**config.mk**
```make
export PLATFORM = sky130hd
export DESIGN_NAME = reg_wb_scheduler_flat
export DESIGN_NICKNAME = d
export VERILOG_FILES = /design/src/rtl/reg_wb_scheduler_if.sv /design/src/rtl/reg_wb_scheduler.sv /design/src/flat_wrapper.sv
export SDC_FILE = /design/constraint.sdc
export NUM_CORES = 1
export LEC_CHECK = 0
export BUFFER_PORTS_ARGS = -buffer_cell sky130_fd_sc_hd__clkbuf_2
export CAP_MARGIN = 30
export CORE_ASPECT_RATIO = 1.75
export CORE_MARGIN = 2
export CORE_UTILIZATION = 40
export DETAILED_ROUTE_END_ITERATION = 6
export HOLD_SLACK_MARGIN = 0.05
export PLACE_DENSITY = 0.64
export SKIP_CTS_REPAIR_TIMING = 1
export SYNTH_ARGS = -nofsm -noshare
export SYNTH_HDL_FRONTEND = slang
export SYNTH_SLANG_ARGS = --single-unit
```
**constraint.sdc**
```tcl
create_clock -name clk_i -period 7.3 [get_ports clk_i]
set_input_delay 0.73 -clock clk_i [delete_from_list [all_inputs] [get_ports clk_i]]
set_output_delay 0.73 -clock clk_i [all_outputs]
set_load 0.03 [all_outputs]
```
**src/rtl/reg_wb_scheduler_if.sv**
```systemverilog
// Bundle of the issue, writeback, long-result and register-file write
// signals seen by the write-port scheduler.
interface reg_wb_scheduler_if;
  logic        issue_valid_i;
  logic [4:0]  issue_rs1_i;
  logic [4:0]  issue_rs2_i;
  logic [4:0]  issue_rd_i;
  logic        issue_regwrite_i;
  logic        issue_long_i;
  logic        issue_stall_o;

  logic        short_valid_i;
  logic [4:0]  short_rd_i;
  logic [31:0] short_data_i;
  logic        short_hold_o;

  logic        long_valid_i;
  logic [4:0]  long_rd_i;
  logic [31:0] long_data_i;
  logic        long_ready_o;

  logic [4:0]  RDaddr_o;
  logic [31:0] RDdata_o;
  logic        RegWrite_o;

  // The scheduler itself.
  modport slave (
    input  issue_valid_i, issue_rs1_i, issue_rs2_i, issue_rd_i,
           issue_regwrite_i, issue_long_i,
           short_valid_i, short_rd_i, short_data_i,
           long_valid_i, long_rd_i, long_data_i,
    output issue_stall_o, short_hold_o, long_ready_o,
           RDaddr_o, RDdata_o, RegWrite_o
  );

  // The surrounding pipeline / long unit / register file.
  modport master (
    output issue_valid_i, issue_rs1_i, issue_rs2_i, issue_rd_i,
           issue_regwrite_i, issue_long_i,
           short_valid_i, short_rd_i, short_data_i,
           long_valid_i, long_rd_i, long_data_i,
    input  issue_stall_o, short_hold_o, long_ready_o,
           RDaddr_o, RDdata_o, RegWrite_o
  );
endinterface

```
**src/rtl/reg_wb_scheduler.sv**
```systemverilog
// Register-file write-port scheduler: merges the short WB stream with
// out-of-order long results, buffers long results that lose the port,
// and keeps a scoreboard of in-flight long destinations to stall issue.
module reg_wb_scheduler #(
  parameter int FIFO_DEPTH   = 2,
  parameter int MAX_LONG     = 4,
  parameter int STARVE_LIMIT = 3
) (
  input logic clk_i,
  input logic rst_i,
  reg_wb_scheduler_if.slave bus
);

  localparam int CW = $clog2(MAX_LONG + 1);
  localparam int PW = (FIFO_DEPTH > 1) ? $clog2(FIFO_DEPTH) : 1;
  localparam int FW = $clog2(FIFO_DEPTH + 1);
  localparam int AW = $clog2(STARVE_LIMIT + 1);

  logic [31:0]   sb;
  logic [CW-1:0] cnt;
  logic [4:0]    fifo_rd   [FIFO_DEPTH];
  logic [31:0]   fifo_data [FIFO_DEPTH];
  logic [PW-1:0] head;
  logic [PW-1:0] tail;
  logic [FW-1:0] fcnt;
  logic [AW-1:0] age;

  logic        empty;
  logic        full;
  logic        starve;
  logic        short_req;
  logic        long_acc;
  logic        long_keep;
  logic        tracked;
  logic        stall;
  logic        fire_set;
  logic        wr_en;
  logic [4:0]  wr_rd;
  logic [31:0] wr_data;
  logic        pop;
  logic        bypass;
  logic        push;
  logic        hold;
  logic        commit;
  logic [31:0] set_mask;
  logic [31:0] clr_mask;

  function automatic logic [PW-1:0] next_ptr(input logic [PW-1:0] p);
    if (p == PW'(FIFO_DEPTH - 1)) return '0;
    return p + 1'b1;
  endfunction

  assign empty     = (fcnt == '0);
  assign full      = (fcnt == FW'(FIFO_DEPTH));
  assign starve    = !empty && (age >= AW'(STARVE_LIMIT));
  assign short_req = bus.short_valid_i && (bus.short_rd_i != 5'd0);
  assign long_acc  = bus.long_valid_i && !full;
  assign long_keep = long_acc && (bus.long_rd_i != 5'd0);

  // Issue hazard check against registered scoreboard; no same-cycle clear bypass.
  assign tracked = bus.issue_long_i && bus.issue_regwrite_i && (bus.issue_rd_i != 5'd0);
  assign stall   = bus.issue_valid_i &&
                   (((bus.issue_rs1_i != 5'd0) && sb[bus.issue_rs1_i]) ||
                    ((bus.issue_rs2_i != 5'd0) && sb[bus.issue_rs2_i]) ||
                    (bus.issue_regwrite_i && (bus.issue_rd_i != 5'd0) && sb[bus.issue_rd_i]) ||
                    (tracked && (cnt == CW'(MAX_LONG))));
  assign fire_set = bus.issue_valid_i && !stall && tracked;

  // Write-port arbitration: starved head, then short, then head, then bypass.
  always_comb begin
    wr_en   = 1'b0;
    wr_rd   = 5'd0;
    wr_data = 32'd0;
    pop     = 1'b0;
    bypass  = 1'b0;
    hold    = 1'b0;
    if (!rst_i) begin
      if (starve) begin
        wr_en   = 1'b1;
        wr_rd   = fifo_rd[head];
        wr_data = fifo_data[head];
        pop     = 1'b1;
        hold    = short_req;
      end else if (short_req) begin
        wr_en   = 1'b1;
        wr_rd   = bus.short_rd_i;
        wr_data = bus.short_data_i;
      end else if (!empty) begin
        wr_en   = 1'b1;
        wr_rd   = fifo_rd[head];
        wr_data = fifo_data[head];
        pop     = 1'b1;
      end else if (long_keep) begin
        wr_en   = 1'b1;
        wr_rd   = bus.long_rd_i;
        wr_data = bus.long_data_i;
        bypass  = 1'b1;
      end
    end
  end

  assign push     = !rst_i && long_keep && !bypass;
  assign commit   = pop || bypass;
  assign set_mask = fire_set ? (32'd1 << bus.issue_rd_i) : 32'd0;
  assign clr_mask = commit ? (32'd1 << wr_rd) : 32'd0;

  assign bus.issue_stall_o = stall;
  assign bus.short_hold_o  = hold;
  assign bus.long_ready_o  = !full;
  assign bus.RegWrite_o    = wr_en;
  assign bus.RDaddr_o      = wr_rd;
  assign bus.RDdata_o      = wr_data;

  // Scoreboard, in-flight count, FIFO pointers and head age.
  always_ff @(posedge clk_i or posedge rst_i) begin
    if (rst_i) begin
      sb   <= 32'd0;
      cnt  <= '0;
      head <= '0;
      tail <= '0;
      fcnt <= '0;
      age  <= '0;
    end else begin
      sb   <= (sb | set_mask) & ~clr_mask;
      cnt  <= cnt + CW'(fire_set) - CW'(commit);
      fcnt <= fcnt + FW'(push) - FW'(pop);
      if (pop)  head <= next_ptr(head);
      if (push) tail <= next_ptr(tail);
      if (empty || pop)
        age <= '0;
      else if (age != AW'(STARVE_LIMIT))
        age <= age + 1'b1;
    end
  end

  // FIFO storage needs no reset; occupancy is tracked by fcnt.
  always_ff @(posedge clk_i) begin
    if (push) begin
      fifo_rd[tail]   <= bus.long_rd_i;
      fifo_data[tail] <= bus.long_data_i;
    end
  end

endmodule

```
**src/flat_wrapper.sv**
```systemverilog
// flat-port wrapper written by rule: the top's interface ports become plain ports
module reg_wb_scheduler_flat 
#(
  parameter int FIFO_DEPTH   = 2,
  parameter int MAX_LONG     = 4,
  parameter int STARVE_LIMIT = 3
)
  (clk_i, rst_i, bus_issue_valid_i, bus_issue_rs1_i, bus_issue_rs2_i, bus_issue_rd_i, bus_issue_regwrite_i, bus_issue_long_i, bus_short_valid_i, bus_short_rd_i, bus_short_data_i, bus_long_valid_i, bus_long_rd_i, bus_long_data_i, bus_issue_stall_o, bus_short_hold_o, bus_long_ready_o, bus_RDaddr_o, bus_RDdata_o, bus_RegWrite_o);
  reg_wb_scheduler_if bus_i ();
  input logic clk_i;
  input logic rst_i;
  input wire logic [$bits(bus_i.issue_valid_i)-1:0] bus_issue_valid_i;
  input wire logic [$bits(bus_i.issue_rs1_i)-1:0] bus_issue_rs1_i;
  input wire logic [$bits(bus_i.issue_rs2_i)-1:0] bus_issue_rs2_i;
  input wire logic [$bits(bus_i.issue_rd_i)-1:0] bus_issue_rd_i;
  input wire logic [$bits(bus_i.issue_regwrite_i)-1:0] bus_issue_regwrite_i;
  input wire logic [$bits(bus_i.issue_long_i)-1:0] bus_issue_long_i;
  input wire logic [$bits(bus_i.short_valid_i)-1:0] bus_short_valid_i;
  input wire logic [$bits(bus_i.short_rd_i)-1:0] bus_short_rd_i;
  input wire logic [$bits(bus_i.short_data_i)-1:0] bus_short_data_i;
  input wire logic [$bits(bus_i.long_valid_i)-1:0] bus_long_valid_i;
  input wire logic [$bits(bus_i.long_rd_i)-1:0] bus_long_rd_i;
  input wire logic [$bits(bus_i.long_data_i)-1:0] bus_long_data_i;
  output wire logic [$bits(bus_i.issue_stall_o)-1:0] bus_issue_stall_o;
  output wire logic [$bits(bus_i.short_hold_o)-1:0] bus_short_hold_o;
  output wire logic [$bits(bus_i.long_ready_o)-1:0] bus_long_ready_o;
  output wire logic [$bits(bus_i.RDaddr_o)-1:0] bus_RDaddr_o;
  output wire logic [$bits(bus_i.RDdata_o)-1:0] bus_RDdata_o;
  output wire logic [$bits(bus_i.RegWrite_o)-1:0] bus_RegWrite_o;
  assign bus_i.issue_valid_i = bus_issue_valid_i;
  assign bus_i.issue_rs1_i = bus_issue_rs1_i;
  assign bus_i.issue_rs2_i = bus_issue_rs2_i;
  assign bus_i.issue_rd_i = bus_issue_rd_i;
  assign bus_i.issue_regwrite_i = bus_issue_regwrite_i;
  assign bus_i.issue_long_i = bus_issue_long_i;
  assign bus_i.short_valid_i = bus_short_valid_i;
  assign bus_i.short_rd_i = bus_short_rd_i;
  assign bus_i.short_data_i = bus_short_data_i;
  assign bus_i.long_valid_i = bus_long_valid_i;
  assign bus_i.long_rd_i = bus_long_rd_i;
  assign bus_i.long_data_i = bus_long_data_i;
  assign bus_issue_stall_o = bus_i.issue_stall_o;
  assign bus_short_hold_o = bus_i.short_hold_o;
  assign bus_long_ready_o = bus_i.long_ready_o;
  assign bus_RDaddr_o = bus_i.RDaddr_o;
  assign bus_RDdata_o = bus_i.RDdata_o;
  assign bus_RegWrite_o = bus_i.RegWrite_o;
  reg_wb_scheduler #(.FIFO_DEPTH(FIFO_DEPTH), .MAX_LONG(MAX_LONG), .STARVE_LIMIT(STARVE_LIMIT)) u_core (.clk_i(clk_i), .rst_i(rst_i), .bus(bus_i));
endmodule
```
# After elaboration in Yosys (flattened, before gate mapping)
# Memory sizes are Yosys's and may differ from the RTL's.
# Index checks and enable logic that the tools add are counted.
# W data, S select, Z words.
[totals] regBits=41 ramBits=74 in_bits=96 elab_cells=105 n_memories=2
[op_classes] add_sub_neg=7 order_cmp=4 eq_ne=3 shifts=2 n_mux=45 n_bitwise=3 n_reduce_logical=33
[mem_list] memory="u_core.fifo_data" depth=2 width=32 rd=1 rd_ports_with_merged_regs=0 wr=1 line_no="reg_wb_scheduler.sv:22" source="logic [31:0] fifo_data [FIFO_DEPTH];"
[mem_list] memory="u_core.fifo_rd" depth=2 width=5 rd=1 rd_ports_with_merged_regs=0 wr=1 line_no="reg_wb_scheduler.sv:21" source="logic [4:0] fifo_rd [FIFO_DEPTH];"
[ops] op="$mux W32" count=7
[ops] op="$shl A1 B5 Y32 const A" count=2
[ops] op="$and A32 B32 Y32" count=1
[ops] op="$not A32 Y32" count=1
[ops] op="$or A32 B32 Y32" count=1
[ops] op="$mux W1" count=28
[ops] op="$mux W5" count=5
[ops] op="$reduce_bool A5 Y1" count=5
[ops] op="$lt A5 B6 Y1 const B" count=3
[ops] op="$logic_and A1 B1 Y1" count=16
[ops] op="$bmux W1 S5" count=3
[ops] op="$logic_not A1 Y1" count=5
[ops] op="$logic_or A1 B1 Y1" count=5
[ops] op="$mux W2" count=2
[ops] op="$add A3 B1 Y3" count=1
[ops] op="$eq A3 B3 Y1 const B" count=1
[ops] op="$sub A3 B1 Y3" count=1
[ops] op="$add A1 B1 Y1 const B" count=2
[ops] op="$add A2 B1 Y2" count=1
[ops] op="$add A2 B1 Y2 const B" count=1
[ops] op="$eq A2 B2 Y1 const B" count=1
[ops] op="$ge A2 B2 Y1 const B" count=1
[ops] op="$logic_not A2 Y1" count=1
[ops] op="$ne A2 B2 Y1 const B" count=1
[ops] op="other kinds (2)" count=2

# Depth between registers and ports, before layout
# Gate-level depths: netlist of the first run.
[logic_depth] depth_word=13 mapped_depth=15 depth_no_buf=11

# Worst setup path after synthesis of the first run
# No wires, ideal clock.
[synth_path] kind="input -> register" startpoint="in bus_short_rd_i[2]" endpoint="mem u_core.fifo_data[0][0], enable pin" setup_time_ps=477 t_arrival_ps=3980 required_ps=6823 slack_ps=2843 stages=5 cell_sequence="nor3_1 > a31oi_1 > clkbuf_1 > nand2_1 > nor3_1"
[synth_via] elab_chain_len=9
[synth_lines] item="start, declared" line_no="flat_wrapper.sv:19" source="input wire logic [$bits(bus_i.short_rd_i)-1:0] bus_short_rd_i;"
[synth_lines] item="$reduce_bool A5 Y1" line_no="reg_wb_scheduler.sv:56" source="assign short_req = bus.short_valid_i && (bus.short_rd_i != 5'd0);"
[synth_lines] item="$logic_and A1 B1 Y1" line_no="reg_wb_scheduler.sv:56"
[synth_lines] item="$mux W1" line_no="reg_wb_scheduler.sv:84" source="end else if (short_req) begin"
[synth_lines] item="$mux W1" line_no="reg_wb_scheduler.sv:78" source="if (starve) begin"
[synth_lines] item="$mux W1" line_no="reg_wb_scheduler.sv:77" source="if (!rst_i) begin"
[synth_lines] item="$logic_not A1 Y1" line_no="reg_wb_scheduler.sv:102" source="assign push = !rst_i && long_keep && !bypass;"
[synth_lines] item="$logic_and A1 B1 Y1" line_no="reg_wb_scheduler.sv:102"
[synth_lines] item="$mux W1" line_no="reg_wb_scheduler.sv:138" source="if (push) begin"
[synth_lines] item="$mux W1 (implied by the code)" line_no="reg_wb_scheduler.sv:140" source="fifo_data[tail] <= bus.long_data_i;"
[synth_lines] item="end, declared" line_no="reg_wb_scheduler.sv:22"
# Every way passes these cells.

# Final worst setup path of the first run
[layout_path] startpoint="in bus_issue_rd_i[4]" endpoint="out bus_issue_stall_o"
[layout_via] elab_chain_len=6 word_cells_on_any_way=10 cone_classes="mux: 2; reduce/logical: 8"
[layout_lines] item="start, declared" line_no="flat_wrapper.sv:15" source="input wire logic [$bits(bus_i.issue_rd_i)-1:0] bus_issue_rd_i;"
[layout_lines] item="$bmux W1 S5 / $reduce_bool A5 Y1 (equally long branches)" line_no="reg_wb_scheduler.sv:65, reg_wb_scheduler.sv:61"
[layout_lines] item="$mux W1 (implied by the code) / $logic_and A1 B1 Y1 (equally long branches)" line_no="reg_wb_scheduler.sv:65" source="(bus.issue_regwrite_i && (bus.issue_rd_i != 5'd0) && sb[bus.issue_rd_i]) ||"
[layout_lines] item="$logic_and A1 B1 Y1" line_no="reg_wb_scheduler.sv:65"
[layout_lines] item="$logic_or A1 B1 Y1" line_no="reg_wb_scheduler.sv:64" source="((bus.issue_rs2_i != 5'd0) && sb[bus.issue_rs2_i]) ||"
[layout_lines] item="$logic_or A1 B1 Y1 (*)" line_no="reg_wb_scheduler.sv:65"
[layout_lines] item="$logic_and A1 B1 Y1 (*)" line_no="reg_wb_scheduler.sv:62" source="assign stall = bus.issue_valid_i &&"
[layout_lines] item="end, declared" line_no="flat_wrapper.sv:24" source="output wire logic [$bits(bus_i.issue_stall_o)-1:0] bus_issue_stall_o;"
# Every way passes the cells marked *; elsewhere a longest branch is shown, timed or not. The select of a mux whose other input is x is not followed.

==> impl_metrics.env, run 1 <==
export IMPL_peakVddDrop_mv=0.197
export IMPL_nets=797
export IMPL_seq_area_frac_synth_pct=48.9
export IMPL_ios=137
export IMPL_r2r_slack_ps=3660
export IMPL_p_leak_nw=3.25
export IMPL_fin_cells=932
export IMPL_min_path_cells=1
export IMPL_async_flop_share_pct=35.7
export IMPL_ys_flop_type="edfxtp_1"
export IMPL_place_gp_congestion=0.905
export IMPL_cts_max_level=4
export IMPL_finalSetupViolations=0
export IMPL_grt_max_degree=45
export IMPL_cts_root_buf="clkbuf_16"
export IMPL_synth_top_area_share_pct=33.4
export IMPL_initial_utilization_pct=40.6
export IMPL_clkSinkCount=115
export IMPL_synth_seq_cells=115
export IMPL_n_antenna_cell=0
export IMPL_route_vias_total=5468
export IMPL_grt_ovfl_total=0
export IMPL_hold_end="u_core.tail"
export IMPL_syn_inst=584
export IMPL_finClkSkew_ps=9.62
export IMPL_synthTopCellsByArea="edfxtp_1, dfrtp_1, mux2i_1, mux4_2, a21oi_1"
export IMPL_layout_common_cells="clkbuf_2, edfxtp_1, a21oi_1"
export IMPL_area_growth_pct=21.4
export IMPL_relSlewSlack_pct=31.0
export IMPL_clock_latency_ps=400
export IMPL_syn_nets=686
export IMPL_finalCritPeriodShare_pct=57.5
export IMPL_rows=62
export IMPL_syn_avg_cell_area_um2=11.4
export IMPL_hp_start="u_core.tail"
export IMPL_maxCapViolCount=0
export IMPL_worst_setup_path_start_kind="primary input"
export IMPL_place_inst=900
export IMPL_holdWs_ps=512
export IMPL_ff2ff_path_depth=11
export IMPL_r2r_start="u_core.sb[11]"
export IMPL_die_h_um=175
export IMPL_gr_usage_all_layers_pct=21.4
export IMPL_postRouteAntennaNets=0
export IMPL_tns_ps=0
export IMPL_clk_pin_slew_ps=60
export IMPL_hpwlAfterDp_mm=13.6
export IMPL_critPathArrivalTime_ps=3470
export IMPL_wire_per_inst_um=19.8
export IMPL_required_ps=6570
export IMPL_pre_cts_ws_ps=2950
export IMPL_die_area_mm2=0.0177
export IMPL_status="completed"
export IMPL_path_max_fanout=33
export IMPL_rsz0062_at_grt="no"
export IMPL_antenna_found_initial=0
export IMPL_cts_made_buffers=17
export IMPL_cts_tree="yes"
export IMPL_layout_min_cycle_time_ps=4200
export IMPL_crit_type="primary input to primary output"
export IMPL_drc=0
export IMPL_yosysTopAreaCell="edfxtp_1"
export IMPL_drv_slew=0
export IMPL_drive_above_1_share_pct=31.1
export IMPL_setup_ws_ps=3100
export IMPL_synth_edff_count=74
export IMPL_p_per_area_mw_per_mm2=322
export IMPL_routed_wl_mm=18.5
export IMPL_drt_first_iter_violations=368
export IMPL_hold_viol_final=0
export IMPL_hold_path_class="flop to flop"
export IMPL_synth_distinct_cells=59
export IMPL_grt_pass1_wl_mm=29.2
export IMPL_io_buffers=136
export IMPL_max_slew_worst_pin_slew_ps=1030
export IMPL_cts_buffer_depth=2
export IMPL_syn_area_mm2=0.00665
export IMPL_timing_fmax_mhz=238
export IMPL_worstSetupEndpointType="primary output"
export IMPL_layout_commonest_cell="clkbuf_2"
export IMPL_fp_coreArea_mm2=0.0164
export IMPL_yosysWarnings=0
export IMPL_dieWidth_um=101
export IMPL_grt_pass1_vias=5535
export IMPL_viasPerCell=5.87
export IMPL_firstDrtPassIters=5
export IMPL_rr_endpoint="u_core.cnt[2]"
## logic make-up (layout without fill, tap and decap cells)
group	count (synthesis)	in the layout	share of synthesized area, %
xor gates and xnor gates	6	6	0.791
DFF	115	115	48.9
buffers and inverters	81	205	5.25
muxes	70	70	14.0
and+or+nand+nor	151	151	12.8
adders and majority gates	6	6	1.24
AOI/OAI and AO/OA	155	155	17.1
## worst max-delay path: stages
cell       delay [ps]
clkbuf_2          400
clkinv_1          530
or3_1             500
o2111ai_1          70
or4_1             830
a31oi_1           160
clkbuf_2          240
## cells in the mapped netlist (all sizes together), types with 2 or more instances
cell type	count
or3	2
inv	25
o211ai	2
or4	4
xor2	2
nand4	12
dfrtp	41
mux2	2
a21oi	63
nor3b	5
nand2	8
a2111oi	36
nand3	2
nor2	46
clkbuf	31
nor4	31
and2	2
nand2b	9
nor3	10
a31oi	2
a41oi	19
o21ai	4
mux4	18
a22oi	12
and3	6
a211oi	2
or2	3
edfxtp	74
ha	5
xnor2	4
mux2i	50
nor2b	9
a21o	2
o22ai	2
o2111ai	2
buf	24
## worst max path at each step
| stage | start | endpoint | slack (ps) | cells past startpoint |
|---|---|---|---|---|
| floorplan | bus_short_rd_i[2] | u_core.fifo_data[0][0] | 2840 | 5 |
| global placement | bus_issue_rd_i[4] | u_core.cnt[2] | 3120 | 12 |
| detailed placement | bus_issue_rd_i[4] | u_core.cnt[2] | 2950 | 12 |
| CTS | bus_issue_rd_i[4] | bus_issue_stall_o | 3180 | 7 |
| global route | bus_issue_rd_i[4] | bus_issue_stall_o | 2880 | 7 |
| finish | bus_issue_rd_i[4] | bus_issue_stall_o | 3100 | 7 |
## layer usage
| layer | GRT usage [%] | vias up | routed length, um |
|---|---|---|---|
| met1 | 23.8 | 2637 | 6710 |
| li1 | - | 2552 | - |
| met2 | 37.7 | 232 | 10000 |
| met3 | 5.11 | 47 | 1080 |
| met4 | 9.63 | 0 | 627 |
| met5 | 0 | - | 0 |
## cell type report
cell class | instances | area (um^2)
Multi-Input combinational cell | 388 | 3080
Tap cell | 224 | 280
Clock inverter | 14 | 121
Fill cell | 1486 | 8300
Timing Repair Buffer | 147 | 811
Clock buffer | 18 | 429
Inverter | 26 | 97.6
Sequential cell | 115 | 3250
## flip-flops by register name, indices dropped and copies added (netlist names)
name / cells
u_core.age: 2
u_core.cnt: 3
u_core.fcnt: 2
u_core.fifo_data: 64
u_core.fifo_rd: 10
u_core.head: 1
u_core.sb: 32
u_core.tail: 1
## metrics by stage
stage / power (mW) / utilization [%] / instance area [um^2]
detailed placement: 1.84 / 45.9 / 7520
CTS: 2.62 / 49.3 / 8070
global route: 2.73 / 49.3 / 8070
floorplan: 1.56 / - / 6650
finish: 2.60 / 49.3 / 8070
global placement: 1.79 / 45.5 / 7450
## report_power, final
| group | leakage [nW] | internal (mW) | switching (mW) | total, mW |
|---|---|---|---|---|
| clock network | 0.254 | 0.444 | 0.324 | 0.768 |
| registers | 1.17 | 0.816 | 0.0839 | 0.900 |
| logic | 1.82 | 0.338 | 0.589 | 0.927 |
| total | 3.25 | 1.60 | 0.998 | 2.60 |
Power figures use the tool's default switching activity.
==> run 2: changes to the inputs <==
==> constraint.sdc (replaced) <==
create_clock -name clk_i -period 4.2 [get_ports clk_i]
set_input_delay 0.42 -clock clk_i [delete_from_list [all_inputs] [get_ports clk_i]]
set_output_delay 0.42 -clock clk_i [all_outputs]
set_load 0.03 [all_outputs]
==> run 2 against run 1 <==
  * Sequential power grew 80%
  * Clock-buffer cell count shrank 1
  * Worst setup slack lost 2200 ps
  * Final cell count grew 0.32%
  * Power grew 78%
  * Global-route usage grew 0.34 points
  * Critical path depth grew 1
  * Via count grew 2.1%
  * Clock skew grew 7.2 ps
  * Hold slack lost 300 ps
  * Largest power group is now sequential cells
==> impl_metrics.env, run 2 (synthesis gave the netlist of run 1 again) <==
export IMPL_p_per_area_mw_per_mm2=571
export IMPL_die_h_um=175
export IMPL_cts_tree="yes"
export IMPL_drv_slew=0
export IMPL_reg_top3="u_core.fifo_data: 64 flops, u_core.sb: 32 flops, u_core.fifo_rd: 10 flops"
export IMPL_holdWs_ps=212
export IMPL_cpMaxStageDelayCell="a2111o_1"
export IMPL_critical_path_depth=8
export IMPL_nets=800
export IMPL_fin_cells=935
export IMPL_fp_coreArea_mm2=0.0164
export IMPL_die_area_mm2=0.0177
export IMPL_power_share_clock_pct=31.5
export IMPL_layout_common_cells="clkbuf_2, edfxtp_1, a21oi_1"
export IMPL_grt_pass1_wl_mm=29.9
export IMPL_postRouteAntennaNets=0
export IMPL_peakVddDrop_mv=0.313
export IMPL_critPathBufInv=3
export IMPL_fillers=1472
export IMPL_intPower_mw=2.87
export IMPL_p_sw_mw=1.75
export IMPL_p_leak_nw=3.27
export IMPL_critPathArrivalTime_ps=2890
export IMPL_place_inst=903
export IMPL_worstSetupEndpointType="primary output"
export IMPL_io_buffers=136
export IMPL_critPathMaxStageDelay_ps=560
export IMPL_layout_min_cycle_time_ps=3310
export IMPL_drive_above_1_share_pct=31.4
export IMPL_finalCritPeriodShare_pct=78.8
export IMPL_place_gp_congestion=0.878
export IMPL_viasPerCell=5.97
export IMPL_cts_made_buffers=17
export IMPL_rows=62
export IMPL_grt_max_degree=44
export IMPL_firstDrtPassIters=6
export IMPL_clock_latency_ps=410
export IMPL_antenna_found_initial=0
export IMPL_required_ps=3780
export IMPL_cts_buffer_depth=2
export IMPL_setup_ws_ps=889
export IMPL_path_cells="ha_1 > o21ai_0 > o311ai_4 > buf_4 > nor2_1 > a2111o_1 > inv_1 > clkbuf_2"
export IMPL_largest_register_ffs=64
export IMPL_route_vias_total=5582
export IMPL_pre_cts_ws_ps=897
export IMPL_initial_utilization_pct=40.6
export IMPL_timing_fmax_mhz=302
export IMPL_grt_pass1_vias=5662
export IMPL_ios=137
export IMPL_finalSetupViolations=0
export IMPL_crit_family="compound AO/OA/AOI/OAI gates"
export IMPL_min_path_cells=1
export IMPL_cts_max_level=4
export IMPL_layout_commonest_cell="clkbuf_2"
export IMPL_crit_type="flop to primary output"
export IMPL_ff2ff_path_depth=11
export IMPL_fin_area_mm2=0.00809
export IMPL_grt_ovfl_total=0
export IMPL_drt_first_iter_violations=283
export IMPL_max_slew_worst_pin_slew_ps=793
export IMPL_relSlewSlack_pct=46.9
export IMPL_status="completed"
export IMPL_path_max_fanout=33
export IMPL_clk_pin_slew_ps=60
export IMPL_maxCapViolCount=0
export IMPL_hold_path_class="primary input to flop"
export IMPL_hold_viol_final=0
export IMPL_utilization_pct=49.4
export IMPL_multi_input_area_mm2=0.00308
export IMPL_dieWidth_um=101
export IMPL_p_seq_share_pct=35.1
export IMPL_area_growth_pct=21.7
export IMPL_gr_usage_all_layers_pct=21.7
export IMPL_tns_ps=0
export IMPL_wire_per_inst_um=20.0
export IMPL_dpl_cell_area_mm2=0.00750
export IMPL_rsz0062_at_grt="no"
export IMPL_clkSinkCount=115
export IMPL_cts_root_buf="clkbuf_16"
export IMPL_seqCellArea_mm2=0.00325
export IMPL_drc=0
export IMPL_pwr_share_comb_pct=33.4
export IMPL_n_antenna_cell=0
export IMPL_power_mw=4.62
export IMPL_largest_register="u_core.fifo_data"
export IMPL_worst_setup_path_start_kind="flop"
export IMPL_routed_wl_mm=18.7
export IMPL_hpwlAfterDp_mm=13.7
export IMPL_swShare_pct=37.8
export IMPL_finClkSkew_ps=16.8
==> run 2: cell types whose count changed in the layout (fill, tap and decap cells not counted), sizes merged <==
cell      previous run  this run
inv                 32        33
clkinv               3         4
buf                 11        14
clkinvlp             5         2
clkbuf             154       153
bufinv               0         2
==> run 2: final cells by class <==
type                       count  area share [%]
timing repair buffer         150            9.71
sequential                   115            40.2
clock inverter                15            2.09
multi-input combinational    388            38.1
clock buffer                  17            5.26
tap                          224            3.46
inverter                      26            1.21
==> run 2: worst paths after layout <==
path                                     start                      end  slack [ps]
setup / recovery                 u_core.age[0]          bus_RDaddr_o[3]         890
hold / removal             bus_long_data_i[29]  u_core.fifo_data[1][29]         210
setup reg to reg                 u_core.sb[15]            u_core.cnt[2]        1260
hold reg to reg                    u_core.tail              u_core.tail         540
max in group asynchronous                rst_i              u_core.head        3360
min in group asynchronous                rst_i            u_core.age[0]         420
==> run 2: power by group through the flow <==
stage	registers, mW	logic (mW)	clock network (mW)
6_report	1.62	1.54	1.45
3_5_place_dp	1.64	1.55	0
4_1_cts	1.62	1.56	1.48
3_3_place_gp	1.63	1.51	0
2_1_floorplan	1.53	1.18	0
5_1_grt	1.65	1.67	1.54
==> run 2: layer usage <==
metal,global-route usage [%],up-vias,share of wire [%]
met5,0,-,0
met4,9.40,0,3.9
met3,4.46,56,6.8
met2,37.3,285,52
met1,25.8,2673,37
li1,-,2568,-
==> run 3: changes to the inputs <==
--- a/config.mk
+++ b/config.mk
@@ -5,6 +5,7 @@
 export SDC_FILE = /design/constraint.sdc
 export NUM_CORES = 1
 export LEC_CHECK = 0
+export ABC_AREA = 1
 export BUFFER_PORTS_ARGS = -buffer_cell sky130_fd_sc_hd__clkbuf_2
 export CAP_MARGIN = 30
 export CORE_ASPECT_RATIO = 1.75
==> constraint.sdc (replaced) <==
create_clock -name clk_i -period 3.2 [get_ports clk_i]
set_input_delay 0.32 -clock clk_i [delete_from_list [all_inputs] [get_ports clk_i]]
set_output_delay 0.32 -clock clk_i [all_outputs]
set_load 0.03 [all_outputs]
==> run 3 against run 2 <==
  * Register-to-register slack lost 490 ps
  * Cell area grew 7.0%
  * Area after synthesis grew 6.9%
  * Clock-buffer cell count is the same
  * Clock skew shrank 4.4 ps
  * Global-route usage grew 0.81 points
  * Combinational power grew 62%
==> impl_metrics.env, run 3 <==
export IMPL_nets=1113
export IMPL_multi_input_area_mm2=0.00333
export IMPL_io_buffers=136
export IMPL_synthMostInstantiatedCell="nor2_1"
export IMPL_yosysTopAreaCell="edfxtp_1"
export IMPL_wire_per_inst_um=16.8
export IMPL_max_slew_worst_pin_slew_ps=650
export IMPL_tns_ps=0
export IMPL_clkSinkCount=115
export IMPL_layout_common_cells="nor2_1, clkbuf_2, nand2_1"
export IMPL_path_max_fanout=35
export IMPL_dieWidth_um=105
export IMPL_cts_tree="yes"
export IMPL_finalCritPeriodShare_pct=82.5
export IMPL_ios=137
export IMPL_place_gp_congestion=0.962
export IMPL_syn_inst=885
export IMPL_drv_slew=0
export IMPL_rows=64
export IMPL_finalSetupViolations=0
export IMPL_grt_pass1_vias=6623
export IMPL_synth_common_cells="nor2_1, nand2_1, nand3_1"
export IMPL_hold_path_class="primary input to flop"
export IMPL_cts_max_level=4
export IMPL_grt_pass1_wl_mm=33.9
export IMPL_ys_flop_type="edfxtp_1"
export IMPL_clock_latency_ps=410
export IMPL_maxCapViolCount=0
export IMPL_hpwlAfterDp_mm=15.4
export IMPL_pre_cts_ws_ps=487
export IMPL_layout_min_cycle_time_ps=2640
export IMPL_p_leak_nw=3.84
export IMPL_n_antenna_cell=0
export IMPL_setup_ws_ps=558
export IMPL_synth_edff_count=74
export IMPL_required_ps=2880
export IMPL_yosysWarnings=0
export IMPL_critPathMaxStageDelay_ps=460
export IMPL_path_cells="nor2_4 > nand2_4 > buf_4 > inv_2 > o21ai_1 > a21oi_2 > nor2_2 > clkbuf_2"
export IMPL_layout_commonest_cell="nor2_1"
export IMPL_syn_area_mm2=0.00711
export IMPL_hold_viol_final=0
export IMPL_hp_start="bus_long_data_i[17]"
export IMPL_largest_register="u_core.fifo_data"
export IMPL_cp_startpoint="u_core.fcnt[1]"
export IMPL_cts_root_buf="clkbuf_16"
export IMPL_synth_seq_cells=115
export IMPL_cpMaxStageDelayCell="dfrtp_1"
export IMPL_firstDrtPassIters=7
export IMPL_largest_register_ffs=64
export IMPL_fin_cells=1255
export IMPL_drt_first_iter_violations=387
export IMPL_status="completed"
export IMPL_reg_top3="u_core.fifo_data: 64 flops, u_core.sb: 32 flops, u_core.fifo_rd: 10 flops"
export IMPL_cts_made_buffers=17
export IMPL_grt_ovfl_total=0
export IMPL_postRouteAntennaNets=0
export IMPL_die_h_um=180
export IMPL_dpl_cell_area_mm2=0.00805
export IMPL_peakVddDrop_mv=0.464
export IMPL_worstSetupEndpointType="primary output"
export IMPL_drive_above_1_share_pct=22.0
export IMPL_p_per_area_mw_per_mm2=766
export IMPL_finClkSkew_ps=12.4
export IMPL_seq_area_frac_synth_pct=45.7
export IMPL_cts_buffer_depth=2
export IMPL_rsz0062_at_grt="no"
export IMPL_r2r_start="u_core.age[0]"
export IMPL_synth_distinct_cells=38
export IMPL_crit_type="flop to primary output"
export IMPL_fin_area_mm2=0.00866
export IMPL_async_flop_share_pct=35.7
export IMPL_power_mw=6.63
export IMPL_fp_coreArea_mm2=0.0175
export IMPL_worst_setup_path_start_kind="flop"
export IMPL_critPathArrivalTime_ps=2320
export IMPL_route_vias_total=6755
export IMPL_routed_wl_mm=21.1
export IMPL_viasPerCell=5.38
export IMPL_grt_max_degree=39
export IMPL_place_inst=1223
export IMPL_syn_avg_cell_area_um2=8.03
export IMPL_seqCellArea_mm2=0.00325
export IMPL_syn_nets=987
export IMPL_relSlewSlack_pct=56.7
export IMPL_antenna_found_initial=0
export IMPL_area_growth_pct=21.9
export IMPL_synthTopCellsByArea="edfxtp_1, dfrtp_1, nor2_1, nand2_1, nand3_1"
export IMPL_timing_fmax_mhz=379
export IMPL_clk_pin_slew_ps=70
export IMPL_drc=0
export IMPL_fillers=1779
export IMPL_synth_top_area_share_pct=31.3
export IMPL_die_area_mm2=0.0189
export IMPL_initial_utilization_pct=40.7
export IMPL_gr_usage_all_layers_pct=22.5
## run 3: area by class of cell
type                       instances  area share (%)
tap                              231            3.34
inverter                          77            3.38
timing repair buffer             160            10.2
clock inverter                    15            2.11
sequential                       115            37.5
multi-input combinational        640            38.5
clock buffer                      17            4.91
## run 3: final timing paths
path / endpoint / slack [ps] / cells after the start
setup / recovery: bus_RDaddr_o[4] / 560 / 8
hold / removal: u_core.fifo_data[1][17] / 100 / 1
setup reg to reg: u_core.cnt[2] / 770 / 13
hold reg to reg: u_core.age[0] / 500 / 1
max in group asynchronous: u_core.sb[3] / 2330 / 4
min in group asynchronous: u_core.sb[25] / 350 / 3
## run 3: critical path: cells and delay by family (launching register included)
kind	cells	cell delay [ps]
simple gates	3	510
buf+inv	3	590
compound gates	2	340
flops	1	460
## run 3: report_power, final
| group | internal [mW] | leakage, nW | switching [mW] |
|---|---|---|---|
| logic | 0.818 | 2.43 | 1.67 |
| clock network | 1.19 | 0.298 | 0.762 |
| registers | 1.94 | 1.11 | 0.252 |
| total | 3.94 | 3.84 | 2.69 |
## run 3: layer usage
| metal | global-route usage, % | vias up | wire [um] |
|---|---|---|---|
| met3 | 4.63 | 65 | 1290 |
| met5 | 0 | - | 0 |
| met2 | 39.7 | 291 | 11000 |
| li1 | - | 3297 | - |
| met1 | 24.8 | 3102 | 7810 |
| met4 | 13.0 | 0 | 1040 |
## run 3: cell families (layout without fill, tap and decap cells)
group           Yosys count  in the layout  share of synthesized area (%)
simple gates            426            426                           26.5
flops                   115            115                           45.7
fa+ha+maj                 6              6                           1.16
buf+inv                 130            269                           7.61
compound gates          168            168                           13.4
mux                      35             35                           4.93
xor+xnor                  5              5                          0.616
## run 3: through the flow
stage | utilization [%] | hold slack (ps)
detailed placement | 46.1 | 495
global placement | 46.1 | 485
global route | 49.6 | 103
finish | 49.6 | 104
floorplan | - | 419
CTS | 49.6 | 96.3
